===== src/rtl/mult_pkg.sv =====
// Shared definitions for the shift-add multiplier: sequencer state encoding
// and the default operand width used by both control and datapath.
package mult_pkg;

    typedef enum logic [1:0] {
        IDLE = 2'd0,
        RUN  = 2'd1,
        DONE = 2'd2
    } seq_state_t;

    localparam int MULT_STEPS = 8;

endpackage


===== src/rtl/mult_step_sequencer.sv =====
// Iteration sequencer for the shift-add multiplier. It counts the remaining
// iterations down and the bit index up, supports a runtime length with abort,
// and provides busy/last/done handshakes to the multiplier controller.
module mult_step_sequencer
    import mult_pkg::*;
#(
    parameter int STEPS = MULT_STEPS,
    parameter int CNT_W = $clog2(STEPS) + 1
) (
    input  logic             clk,
    input  logic             n_reset,
    input  logic             start,
    input  logic [CNT_W-1:0] len,
    input  logic             step,
    input  logic             abort,
    output logic [CNT_W-1:0] count,
    output logic [CNT_W-1:0] index,
    output logic             busy,
    output logic             last,
    output logic             done
);

    localparam logic [CNT_W-1:0] STEPS_C = CNT_W'(STEPS);
    localparam logic [CNT_W-1:0] ONE_C   = CNT_W'(1);

    seq_state_t       state_q, state_d;
    logic [CNT_W-1:0] count_q, count_d;
    logic [CNT_W-1:0] index_q, index_d;
    logic             done_q,  done_d;

    // Effective length: zero or anything beyond the operand width means a
    // full-width operation. The compare is done at CNT_W bits.
    function automatic logic [CNT_W-1:0] eff_len(input logic [CNT_W-1:0] req);
        if (req == '0 || req > STEPS_C) begin
            return STEPS_C;
        end
        return req;
    endfunction

    // Next-state and counter update for the IDLE/RUN/DONE control FSM.
    always_comb begin
        // NOTE: every signal gets a default first so no path leaves it
        // unassigned; otherwise synthesis infers a latch.
        state_d = state_q;
        count_d = count_q;
        index_d = index_q;
        done_d  = 1'b0;

        case (state_q)
            IDLE: begin
                if (start) begin
                    state_d = RUN;
                    count_d = eff_len(len) - ONE_C;
                    index_d = '0;
                end
            end

            RUN: begin
                if (abort) begin
                    state_d = IDLE;
                    count_d = '0;
                    index_d = '0;
                end else if (step) begin
                    if (count_q == '0) begin
                        // Final iteration: counters freeze so index keeps L-1.
                        state_d = DONE;
                        done_d  = 1'b1;
                    end else begin
                        count_d = count_q - ONE_C;
                        index_d = index_q + ONE_C;
                    end
                end
            end

            DONE: begin
                // Back-to-back start skips IDLE; abort here just cancels it.
                if (start && !abort) begin
                    state_d = RUN;
                    count_d = eff_len(len) - ONE_C;
                    index_d = '0;
                end else begin
                    state_d = IDLE;
                end
            end

            default: begin
                state_d = IDLE;
            end
        endcase
    end

    // State and counter registers with synchronous active-low reset.
    always_ff @(posedge clk) begin
        // NOTE: sequential state uses non-blocking assignments so every
        // register samples the pre-edge values, matching real flops.
        if (!n_reset) begin
            state_q <= IDLE;
            count_q <= '0;
            index_q <= '0;
            done_q  <= 1'b0;
        end else begin
            state_q <= state_d;
            count_q <= count_d;
            index_q <= index_d;
            done_q  <= done_d;
        end
    end

    // Outputs decode from registers only; no input reaches them combinationally.
    always_comb begin
        busy  = (state_q == RUN);
        last  = (state_q == RUN) && (count_q == '0);
        count = count_q;
        index = index_q;
        done  = done_q;
    end

endmodule


===== config.mk =====
export PLATFORM = sky130hd
export DESIGN_NAME = mult_step_sequencer
export DESIGN_NICKNAME = d
export VERILOG_FILES = /design/src/rtl/mult_pkg.sv /design/src/rtl/mult_step_sequencer.sv
export SDC_FILE = /design/constraint.sdc
export NUM_CORES = 1
export LEC_CHECK = 0
export BUFFER_PORTS_ARGS = -buffer_cell sky130_fd_sc_hd__buf_2
export CAP_MARGIN = 10
export CELL_PAD_IN_SITES_DETAIL_PLACEMENT = 1
export CELL_PAD_IN_SITES_GLOBAL_PLACEMENT = 2
export CORE_UTILIZATION = 25
export DETAILED_ROUTE_END_ITERATION = 7
export PLACE_DENSITY_LB_ADDON = 0.1
export SKIP_CTS_REPAIR_TIMING = 1
export SLEW_MARGIN = 15
export SYNTH_ARGS = -nofsm -noshare
export SYNTH_HDL_FRONTEND = slang
export SYNTH_SLANG_ARGS = --single-unit

===== constraint.sdc =====
create_clock -name clk -period 1.55 [get_ports clk]
set_input_delay 0.0775 -clock clk [delete_from_list [all_inputs] [get_ports clk]]
set_output_delay 0.0775 -clock clk [all_outputs]
set_load 0.05 [all_outputs]

==> metrics.md, run 1 <==
| Metric | Value |
|---|---|
| Io pins | `20` |
| Async set-reset flop share out of synthesis | `0%` |
| Clock-pin slew on the worst setup and hold paths | `0.08 ns` |
| Sw Share | `36.5%` |
| Synth Cell Area | `672 um2` |
| ANT cells | `0` |
| Worst-Margin Slew | `0.352 ns` |
| Reg-to-reg startpoint | `count[1]$_SDFFE_PN0P_` |
| Core footprint | `0.00250 mm2` |
| GRT overflow | `0` |
| Kind of critical path | `flop to output port` |
| Initial Util | `26.9%` |
| Row Count | `18` |
| First-pass GRT wire length | `3.62 mm` |
| Relative slew slack | `76.3%` |
| Hold crit path type | `input pin to flop` |
| Worst Path Arrival | `1.65 ns` |
| Reg2reg path depth | `7` |
| DR DRC count | `0` |
| Syn Inst Count | `83` |
| NumNets Final | `129` |
| Period utilization | `111%` |
| Clk pwr share | `25.4%` |
| Comb pwr share | `36.8%` |
| DRT Wirelength | `2.22 mm` |
| P_int | `521 uW` |
| Vias in the first global route | `772` |
| Top cells by area, synth | `dfxtp_1 (33%), ha_1 (7.4%), nor3_1 (6.7%)` |
| Layout cells sized above 1 | `47.8%` |
| Distinct cells, synth | `30` |
| Die width | `53.8 um` |
| Ys Warns | `0` |
| Worst Min Path Start | `start` |
| Synthesized Nets | `96` |
| Clock tree buffer depth | `2` |
| DRT iter0 DRCs | `3` |
| RR Endpoint | `count[2]$_SDFFE_PN0P_` |
| Max Clock Freq | `580 MHz` |
| Status | `finished with violations` |
| DR WL/cell | `15.3 um` |
| CP max FO | `4` |
| H-Tree Depth | `1` |
| Core Util, Final | `39.9%` |
| Total Routing Usage GR | `18.1%` |
| Endpoint class of the critical path | `output port` |
| Area Growth Syn to Fin | `48.4%` |
| Clock sinks | `11` |
| Psw | `300 uW` |
| TritonRoute pass-1 iters | `2` |
| Max Slew Vio Count | `0` |
| Most frequent cell after synthesis | `dfxtp_1` |
| Final setup margin | `-0.174 ns` |
| DP Wirelength | `1.67 mm` |
| Top post-synthesis cells by count | `dfxtp_1 (11), nor3_1 (9), o21ai_0 (7)` |
| Top cell type's share of synthesized area | `32.8%` |
| Layout Skew | `0.00403 ns` |
| Failing checks | `negative setup slack` |
| Root Driver | `clkbuf_4` |
| Register area share after synthesis | `32.8%` |
| CP required | `1.47 ns` |
| Flop pwr share | `37.7%` |
| Worst IR Drop VDD | `308 uV` |
| Total power | `821 uW` |
| Pwr dens | `823 mW/mm2` |
| Hold worst-path end | `state_q[0]$_SDFFE_PN0P_` |
| Primary FF master, synth | `dfxtp_1` |
| Max_cap viols | `0` |
| Hold-critical path depth | `3` |
| Syn Area/Cell | `8.10 um2` |
| Vias per std cell | `5.19` |
| P_leak | `0.000417 uW` |
| EDFF count, synth | `0` |
| TritonCTS Buffers | `3` |
| Die ar. | `0.00290 mm2` |
| Die height | `53.8 um` |
| Post-synth top area cell | `dfxtp_1` |
| Post-route ant nets | `0` |
| Flops & latches, synth | `11` |
| Reg-to-reg slack, setup | `-0.14 ns` |
| # port buffers | `19` |
| Nature of the critical path startpoint | `flop` |
| Pin count of the biggest net entering global routing | `10` |
| CTS tree | `built` |
| Setup Viol. Count Final | `8` |
| GP Congestion | `0.737` |
| Worst-skew pair later-pin latency | `0.27 ns` |
| Final Hold Violating Endpoints | `0` |
| Initial antenna violation count | `0` |
| Vias | `752` |
| RSZ-0062 raised after global routing | `true` |
| Final worst path period need | `1.72 ns` |
==> cell type report <==
type                    instances  area [um2]
clock buffers                   4        26.3
fillers                       309        1500
inverters                       5        23.8
multi-input cells              64         478
flip-flops and latches         11         229
well taps                      30        37.5
repair buffers                 31         203
==> flip-flops by register name, summed over array words and instances, names as in the netlist <==
name and count:
state_q 2, done 1, index 4, count 4
==> per-stage QoR <==
step / setup TNS, ns / hold slack, ns / std cells / setup WS [ns] / instance area, um2
2_1_floorplan: -1.10 / 0.220 / 83 / -0.173 / 719
3_3_place_gp: -1.35 / 0.353 / 139 / -0.214 / 908
3_5_place_dp: -1.43 / 0.360 / 139 / -0.217 / 908
4_1_cts: -1.97 / 0.0851 / 143 / -0.356 / 935
5_1_grt: -1.29 / 0.110 / 145 / -0.264 / 997
6_report: -0.681 / 0.0824 / 145 / -0.174 / 997
==> how the worst max path moves through the flow <==
| stage | from | cells past startpoint | to | slack, ns |
|---|---|---|---|---|
| after CTS | count[0]$_SDFFE_PN0P_ | 6 | last | -0.36 |
| after detailed placement | count[0]$_SDFFE_PN0P_ | 6 | count[2]$_SDFFE_PN0P_ | -0.22 |
| after global routing | count[1]$_SDFFE_PN0P_ | 6 | last | -0.26 |
| final | count[1]$_SDFFE_PN0P_ | 6 | last | -0.17 |
| after floorplan | count[0]$_SDFFE_PN0P_ | 7 | count[2]$_SDFFE_PN0P_ | -0.17 |
| after global placement | count[0]$_SDFFE_PN0P_ | 6 | count[2]$_SDFFE_PN0P_ | -0.21 |
==> power groups by stage <==
stage          Clock [uW]  Combinational, uW  Sequential [uW]
6_report              209                303              310
5_1_grt               237                329              313
4_1_cts               217                272              308
3_5_place_dp            0                271              315
3_3_place_gp            0                269              314
2_1_floorplan           0                143              355
==> worst max-delay path, cell delays in order (launching register included) <==
cell and delay (ns):
dfxtp_4 0.36, inv_4 0.06, ha_4 0.12, or3b_4 0.41, buf_6 0.14, nor3_4 0.11
buf_6 0.18
==> cells in the final DEF (no fill, tap or decap), types with 3 or more instances in the layout <==
cell type,instances
buf_2,18
buf_4,9
nor3_1,8
dfxtp_1,8
nand2_1,6
o21ai_0,4
nor2_1,4
buf_6,4
nand2b_1,3
inv_1,3
a31oi_1,3
ha_1,3
clkbuf_4,3
==> cells by family after synthesis <==
family,Yosys count,synth area share [%]
fa+ha+maj,4,7.45
flops,11,32.8
compound gates,22,22.5
xor+xnor,1,1.30
simple gates,37,30.4
buf+inv,8,5.59
==> metal layers <==
layer | vias up | part of all wire [%] | GRT usage [%]
met1 | 371 | 44 | 21.9
met3 | 2 | 2.4 | 3.39
met5 | - | 0 | 0
met2 | 15 | 52 | 31.9
li1 | 364 | - | -
met4 | 0 | 0.94 | 5.26
No activity file was read; power rests on OpenSTA's default activity.
==> inputs of run 2 (changes only) <==
--- a/config.mk
+++ b/config.mk
@@ -9,7 +9,8 @@
 export CAP_MARGIN = 10
 export CELL_PAD_IN_SITES_DETAIL_PLACEMENT = 1
 export CELL_PAD_IN_SITES_GLOBAL_PLACEMENT = 2
-export CORE_UTILIZATION = 25
+export CORE_UTILIZATION = 26
+export CTS_BUF_LIST = sky130_fd_sc_hd__clkbuf_4 sky130_fd_sc_hd__clkbuf_8
 export DETAILED_ROUTE_END_ITERATION = 7
 export PLACE_DENSITY_LB_ADDON = 0.1
 export SKIP_CTS_REPAIR_TIMING = 1
==> run 2 against run 1 <==
Against the previous run: the flow still finishes with violations (negative setup slack); die area decreased by 3.7%; final cell count increased by 0.69%; clock power increased by 9%; clock skew increased by 0.0013 ns; first-iteration DRC count increased to 2.7 times the previous value; flip-flop and latch count unchanged; design area increased by 8.8%; register-to-register slack got worse by 0.04 ns; utilization increased by 4.3 points; non-clock buffer count increased by 1; sequential power about the same; critical path type is now flop to flop; largest cell class unchanged; largest power group is now combinational logic.
==> metrics.md, run 2 (synthesis results as in run 1) <==
| Metric | Value |
|---|---|
| Status | `finished with violations` |
| Failing checks | `negative setup slack` |
| Top Metal Used | `met4` |
| Slowest stage cell on the critical path | `or3b_4` |
| Setup Viol. Count Final | `9 (+1)` |
| Fin Hold WS | `0.0776 ns (-0.00477 ns)` |
| Die ar. | `0.00279 mm2 (-3.7%)` |
| DR DRC count | `0 (unchanged)` |
| CTS tree | `built` |
| DRT iter0 DRCs | `8 (+5)` |
| Clock sinks | `11 (unchanged)` |
| Final worst path period need | `1.73 ns (+0.00534 ns)` |
| P_leak | `0.000435 uW (+4.1%)` |
| Final Hold Violating Endpoints | `0 (unchanged)` |
| Reg2reg path depth | `7 (unchanged)` |
| Layout cells sized above 1 | `51.7% (+3.9 points)` |
| CP required | `1.72 ns (+0.25 ns)` |
| Commonest non-fill, non-tap cell in the layout | `buf_2` |
| Nature of the critical path startpoint | `flop` |
| Initial Util | `27.4% (+0.49 points)` |
| Wire length on met3 | `81 um (+53%)` |
| Reg-to-reg slack, setup | `-0.18 ns (-0.04 ns)` |
| P_int | `556 uW (+6.6%)` |
| Clk pwr share | `26.0% (+0.6 points)` |
| CP Launch Point | `count[0]$_SDFFE_PN0P_` |
| Vias in the first global route | `748 (-3.1%)` |
| Worst-skew pair later-pin latency | `0.28 ns (about the same)` |
| TritonCTS Buffers | `3 (unchanged)` |
| NumNets Final | `130 (+0.78%)` |
| Relative slew slack | `76.1% (-0.26 points)` |
| Total power | `875 uW (+6.6%)` |
| Comb pwr share | `38.8% (+2.0 points)` |
| Total Routing Usage GR | `17.4% (-0.64 points)` |
| # port buffers | `19 (unchanged)` |
| Most frequent cells in the layout | `buf_2 (18), buf_4 (10), dfxtp_1 (9)` |
| GP Congestion | `0.778 (+5.5%)` |
| Flop pwr share | `35.3% (-2.4 points)` |
| Worst IR Drop VDD | `526 uV (+71%)` |
| Cell breakdown of the critical path | `inv_4 -> ha_4 -> or3b_4 -> a211oi_4 -> buf_6 -> nor2_4 -> a31o_1` |
| Max Slew Vio Count | `0 (unchanged)` |
| H-Tree Depth | `1 (unchanged)` |
| DP Wirelength | `1.69 mm (+1.3%)` |
| Psw | `320 uW (+6.6%)` |
| GRT overflow | `0 (unchanged)` |
| Worst stage delay on the critical path | `0.41 ns (about the same)` |
| Area Growth Syn to Fin | `61.5%` |
| Vias | `736 (-2.1%)` |
| M1 WL | `965 um (-1.6%)` |
| DR WL/cell | `15.0 um (-2.5%)` |
| CP max FO | `6 (+2)` |
| Met2 wire length | `1.12 mm (-3.8%)` |
| Crit path to | `count[2]$_SDFFE_PN0P_` |
| Max Clock Freq | `578 MHz (-0.31%)` |
| Core footprint | `0.00245 mm2 (-1.8%)` |
| Reg-to-reg startpoint | `count[0]$_SDFFE_PN0P_` |
| Post-route ant nets | `0 (unchanged)` |
| TritonRoute pass-1 iters | `4 (+2)` |
| Max_cap viols | `0 (unchanged)` |
| Worst Path Arrival | `1.90 ns (+0.25 ns)` |
| Endpoint class of the critical path | `flop` |
| Initial antenna violation count | `0 (unchanged)` |
| Hold crit path type | `input pin to flop` |
| Period utilization | `112% (+0.34 points)` |
| Layout Skew | `0.00532 ns (+0.00129 ns)` |
| Root Driver | `clkbuf_4` |
| Final setup margin | `-0.179 ns (-0.00534 ns)` |
| DRT Wirelength | `2.18 mm (-1.8%)` |
| Die width | `52.8 um (-1.9%)` |
| RR Endpoint | `count[2]$_SDFFE_PN0P_` |
| Row Count | `18 (unchanged)` |
| Kind of critical path | `flop to flop` |
| RSZ-0062 raised after global routing | `true` |
| Die height | `52.8 um (-1.9%)` |
| Clock tree buffer depth | `2 (unchanged)` |
| ANT cells | `0 (unchanged)` |
| Vias per std cell | `5.04 (-2.8%)` |
| First-pass GRT wire length | `3.44 mm (-4.8%)` |
| Sw Share | `36.5% (about the same)` |
| Io pins | `20 (unchanged)` |
| Worst-Margin Slew | `0.356 ns (+0.00386 ns)` |
| Pwr dens | `807 mW/mm2 (-2.0%)` |
| Clock-pin slew on the worst setup and hold paths | `0.08 ns (about the same)` |
| Pin count of the biggest net entering global routing | `10 (unchanged)` |
run 2: cell count changes in the layout (fill, tap and decap cells not counted), sizes merged:
cell / delta
buf: +1
run 2: worst min path at each step:
stage	slack [ns]	to	start	cells past startpoint
after floorplan	0.22	done$_SDFF_PP0_	step	2
after global placement	0.35	state_q[0]$_SDFFE_PN0P_	start	3
after detailed placement	0.36	state_q[0]$_SDFFE_PN0P_	start	3
after CTS	0.07	state_q[0]$_SDFFE_PN0P_	start	3
after global routing	0.13	state_q[0]$_SDFFE_PN0P_	start	3
final	0.08	state_q[0]$_SDFFE_PN0P_	start	3
run 2: per-layer routing:
metal / up-vias / GRT usage [%]
li1: 366 / -
met1: 354 / 20.8
met2: 14 / 30.2
met3: 2 / 5.22
met4: 0 / 3.95
met5: - / 0
run 2: worst max-delay path, delay by kind of cell (launching register included):
kind	cells	cell delay, ns
buffers and inverters	2	0.25
AND/OR/NAND/NOR	2	0.47
AO/OA/AOI/OAI	2	0.43
flip-flops	1	0.35
adder cells (fa/ha/maj)	1	0.13
run 2: final cells by class:
| type | count | area, um2 |
|---|---|---|
| fillers | 293 | 1370 |
| multi-input cells | 64 | 556 |
| flip-flops and latches | 11 | 228 |
| repair buffers | 32 | 210 |
| well taps | 30 | 37.5 |
| clock buffers | 4 | 30.0 |
| inverters | 5 | 23.8 |
run 2: through the flow:
stage                     setup slack, ns  cells  area, um2  utilization, %  TNS [ns]
after global routing               -0.242    146       1080            44.2     -1.61
after floorplan                    -0.173     83        719               -     -1.10
after detailed placement           -0.213    138        901            36.7     -1.35
final                              -0.179    146       1080            44.2     -1.04
after global placement             -0.226    138        901            36.7     -1.40
after CTS                          -0.374    142        931            37.9     -1.79
run 2: power by group through the flow:
stage / registers, uW / logic, uW / clock network [uW]
3_5_place_dp: 314 / 269 / 0
6_report: 309 / 339 / 227
2_1_floorplan: 355 / 143 / 0
4_1_cts: 307 / 270 / 236
3_3_place_gp: 314 / 271 / 0
5_1_grt: 311 / 367 / 248
==> inputs of run 3 (changes only) <==
--- a/config.mk
+++ b/config.mk
@@ -5,13 +5,13 @@
 export SDC_FILE = /design/constraint.sdc
 export NUM_CORES = 1
 export LEC_CHECK = 0
-export BUFFER_PORTS_ARGS = -buffer_cell sky130_fd_sc_hd__buf_2
 export CAP_MARGIN = 10
 export CELL_PAD_IN_SITES_DETAIL_PLACEMENT = 1
 export CELL_PAD_IN_SITES_GLOBAL_PLACEMENT = 2
-export CORE_UTILIZATION = 26
+export CORE_UTILIZATION = 35
 export CTS_BUF_LIST = sky130_fd_sc_hd__clkbuf_4 sky130_fd_sc_hd__clkbuf_8
 export DETAILED_ROUTE_END_ITERATION = 7
+export DONT_BUFFER_PORTS = 1
 export PLACE_DENSITY_LB_ADDON = 0.1
 export SKIP_CTS_REPAIR_TIMING = 1
 export SLEW_MARGIN = 15
==> constraint.sdc (replaced) <==
create_clock -name clk -period 1.6 [get_ports clk]
set_input_delay 0.08 -clock clk [delete_from_list [all_inputs] [get_ports clk]]
set_output_delay 0.08 -clock clk [all_outputs]
set_load 0.05 [all_outputs]
==> run 3 against run 2 <==
Against the previous run: the flow finishes with violations (negative hold slack, negative setup slack); design area decreased by 14%; sequential power decreased by 2%; non-clock buffer count decreased by 15; combinational power decreased by 23%; sequential share of layout area increased by 3.4 points; die area decreased by 25%; final cell count decreased by 14%; critical path type unchanged; largest power group is now registers.
==> metrics.md, run 3 (synthesis results as in run 1) <==
| Metric | Value |
|---|---|
| Status | `finished with violations` |
| Failing checks | `negative hold slack, negative setup slack` |
| Clock tree buffer depth | `2 (unchanged)` |
| DR DRC count | `0 (unchanged)` |
| Row Count | `15 (-3)` |
| H-Tree Depth | `1 (unchanged)` |
| GP Congestion | `0.811 (+4.2%)` |
| Wire length on met3 | `82 um (+1.2%)` |
| Max_cap viols | `0 (unchanged)` |
| Clk pwr share | `27.4% (+1.4 points)` |
| Pre-CTS setup slack | `-0.118 ns (+0.0956 ns)` |
| Initial Util | `38.1% (+11 points)` |
| Relative slew slack | `68.4% (-7.7 points)` |
| ANT cells | `0 (unchanged)` |
| TritonRoute pass-1 iters | `3 (-1)` |
| Final worst path period need | `1.81 ns (+0.0759 ns)` |
| DR WL/cell | `16.7 um (+11%)` |
| Total power | `776 uW (-11%)` |
| Layout Skew | `0.00202 ns (-0.00330 ns)` |
| Reg2reg path depth | `7 (unchanged)` |
| CP max FO | `5 (-1)` |
| P_leak | `0.000356 uW (-18%)` |
| Worst IR Drop VDD | `554 uV (+5.4%)` |
| Fin Hold WS | `-0.00213 ns (-0.0798 ns)` |
| Max Slew Vio Count | `0 (unchanged)` |
| Reg-to-reg startpoint | `count[1]$_SDFFE_PN0P_` |
| Initial antenna violation count | `0 (unchanged)` |
| Root Driver | `clkbuf_4` |
| Pwr dens | `831 mW/mm2 (+2.9%)` |
| Clock sinks | `11 (unchanged)` |
| CP required | `1.78 ns (+0.06 ns)` |
| DP Wirelength | `1.53 mm (-9.5%)` |
| Vias | `692 (-6.0%)` |
| Post-Place Cells | `118 (-14%)` |
| Endpoint class of the critical path | `flop` |
| Flop pwr share | `38.8% (+3.5 points)` |
| Worst-Margin Slew | `0.474 ns (+0.118 ns)` |
| Met2 wire length | `1.08 mm (-3.8%)` |
| Pin count of the biggest net entering global routing | `10 (unchanged)` |
| RSZ-0062 raised after global routing | `true` |
| DRT Wirelength | `2.10 mm (-3.8%)` |
| # port buffers | `0 (-19)` |
| M1 WL | `908 um (-5.9%)` |
| NumNets Final | `115 (-12%)` |
| Commonest non-fill, non-tap cell in the layout | `buf_4` |
| GRT overflow | `0 (unchanged)` |
| Max Clock Freq | `554 MHz (-4.2%)` |
| Clock-pin slew on the worst setup and hold paths | `0.07 ns (about the same)` |
| TritonCTS Buffers | `3 (unchanged)` |
| Layout cells sized above 1 | `39.6% (-12 points)` |
| Hold-critical path depth | `2 (-1)` |
| Period utilization | `113% (+1.3 points)` |
| Vias in the first global route | `647 (-14%)` |
| Post-route ant nets | `0 (unchanged)` |
| Top Metal Used | `met4` |
| Vias per std cell | `5.49 (+8.9%)` |
| Most frequent cells in the layout | `buf_4 (14), dfxtp_1 (9), nand2_1 (6), nor3_1 (6)` |
| Hold crit path type | `input pin to flop` |
| Comb pwr share | `33.7% (-5.1 points)` |
| First-pass GRT wire length | `3.06 mm (-11%)` |
| Die height | `45.8 um (-13%)` |
| Final Hold Violating Endpoints | `1 (+1)` |
| Setup Viol. Count Final | `6 (-3)` |
| Worst Min Path Start | `start` |
| Sw Share | `35.0% (-1.6 points)` |
| Reg-to-reg slack, setup | `-0.21 ns (-0.03 ns)` |
| Psw | `271 uW (-15%)` |
| Area Growth Syn to Fin | `39.1%` |
| Final setup margin | `-0.205 ns (-0.0259 ns)` |
| DRT iter0 DRCs | `8 (unchanged)` |
| Final cell count without fillers | `126 (-14%)` |
| Total Routing Usage GR | `21.2% (+3.8 points)` |
| Worst-skew pair later-pin latency | `0.28 ns (about the same)` |
| Worst Path Arrival | `1.99 ns (+0.09 ns)` |
| Design area | `935 um2 (-14%)` |
| Io pins | `20 (unchanged)` |
| CP Launch Point | `count[1]$_SDFFE_PN0P_` |
| Die ar. | `0.00210 mm2 (-25%)` |
| Cell Area, Placed | `842 um2 (-6.5%)` |
| P_int | `505 uW (-9.1%)` |
| CTS tree | `built` |
| RR Endpoint | `index[0]$_SDFFE_PN0P_` |
| Die width | `45.8 um (-13%)` |
| Core footprint | `0.00176 mm2 (-28%)` |
| Layout fillers | `226 (-23%)` |
| Hold worst-path end | `state_q[0]$_SDFFE_PN0P_` |
| Nature of the critical path startpoint | `flop` |
| Kind of critical path | `flop to flop` |
## run 3: layout make-up
type,count,area [um2],share of cell area [%]
Clock buffer,4,30.0,3.21
Inverter,5,23.8,2.54
Multi-Input combinational cell,64,477,51.0
Sequential cell,11,228,24.4
Tap cell,25,31.3,3.35
Timing Repair Buffer,17,145,15.5
## run 3: through the flow
| step | hold slack, ns | setup TNS [ns] | util, % |
|---|---|---|---|
| 3_5_place_dp | 0.226 | -0.551 | 47.7 |
| 5_1_grt | 0.00712 | -1.15 | 53.0 |
| 6_report | -0.00213 | -0.788 | 53.0 |
| 2_1_floorplan | 0.223 | -0.701 | - |
| 3_3_place_gp | 0.216 | -0.247 | 47.7 |
| 4_1_cts | -0.0722 | -0.968 | 49.4 |
## run 3: worst max path at each step
stage / endpoint / slack (ns) / depth (start not counted)
4_1_cts: last / -0.26 / 6
3_3_place_gp: count[2]$_SDFFE_PN0P_ / -0.06 / 6
6_report: index[0]$_SDFFE_PN0P_ / -0.21 / 7
2_1_floorplan: count[2]$_SDFFE_PN0P_ / -0.12 / 7
3_5_place_dp: count[2]$_SDFFE_PN0P_ / -0.12 / 6
5_1_grt: last / -0.23 / 6
## run 3: worst max-delay path, stage by stage (launching register included)
cell,delay (ns)
dfxtp_4,0.35
inv_4,0.06
ha_4,0.12
or3b_4,0.41
a211oi_4,0.37
nor2_2,0.09
buf_4,0.14
o22ai_1,0.16
## run 3: power by group through the flow
stage	Combinational, uW	Sequential, uW	Clock [uW]
after floorplan	139	344	0
after global placement	231	306	0
after detailed placement	232	306	0
after CTS	233	300	224
after global routing	280	303	237
final	262	302	213
## run 3: layer usage
layer / track usage, % / up-vias
met5: 0 / -
met3: 7.54 / 4
met4: 7.06 / 0
li1: - / 338
met1: 25.6 / 339
met2: 34.9 / 11
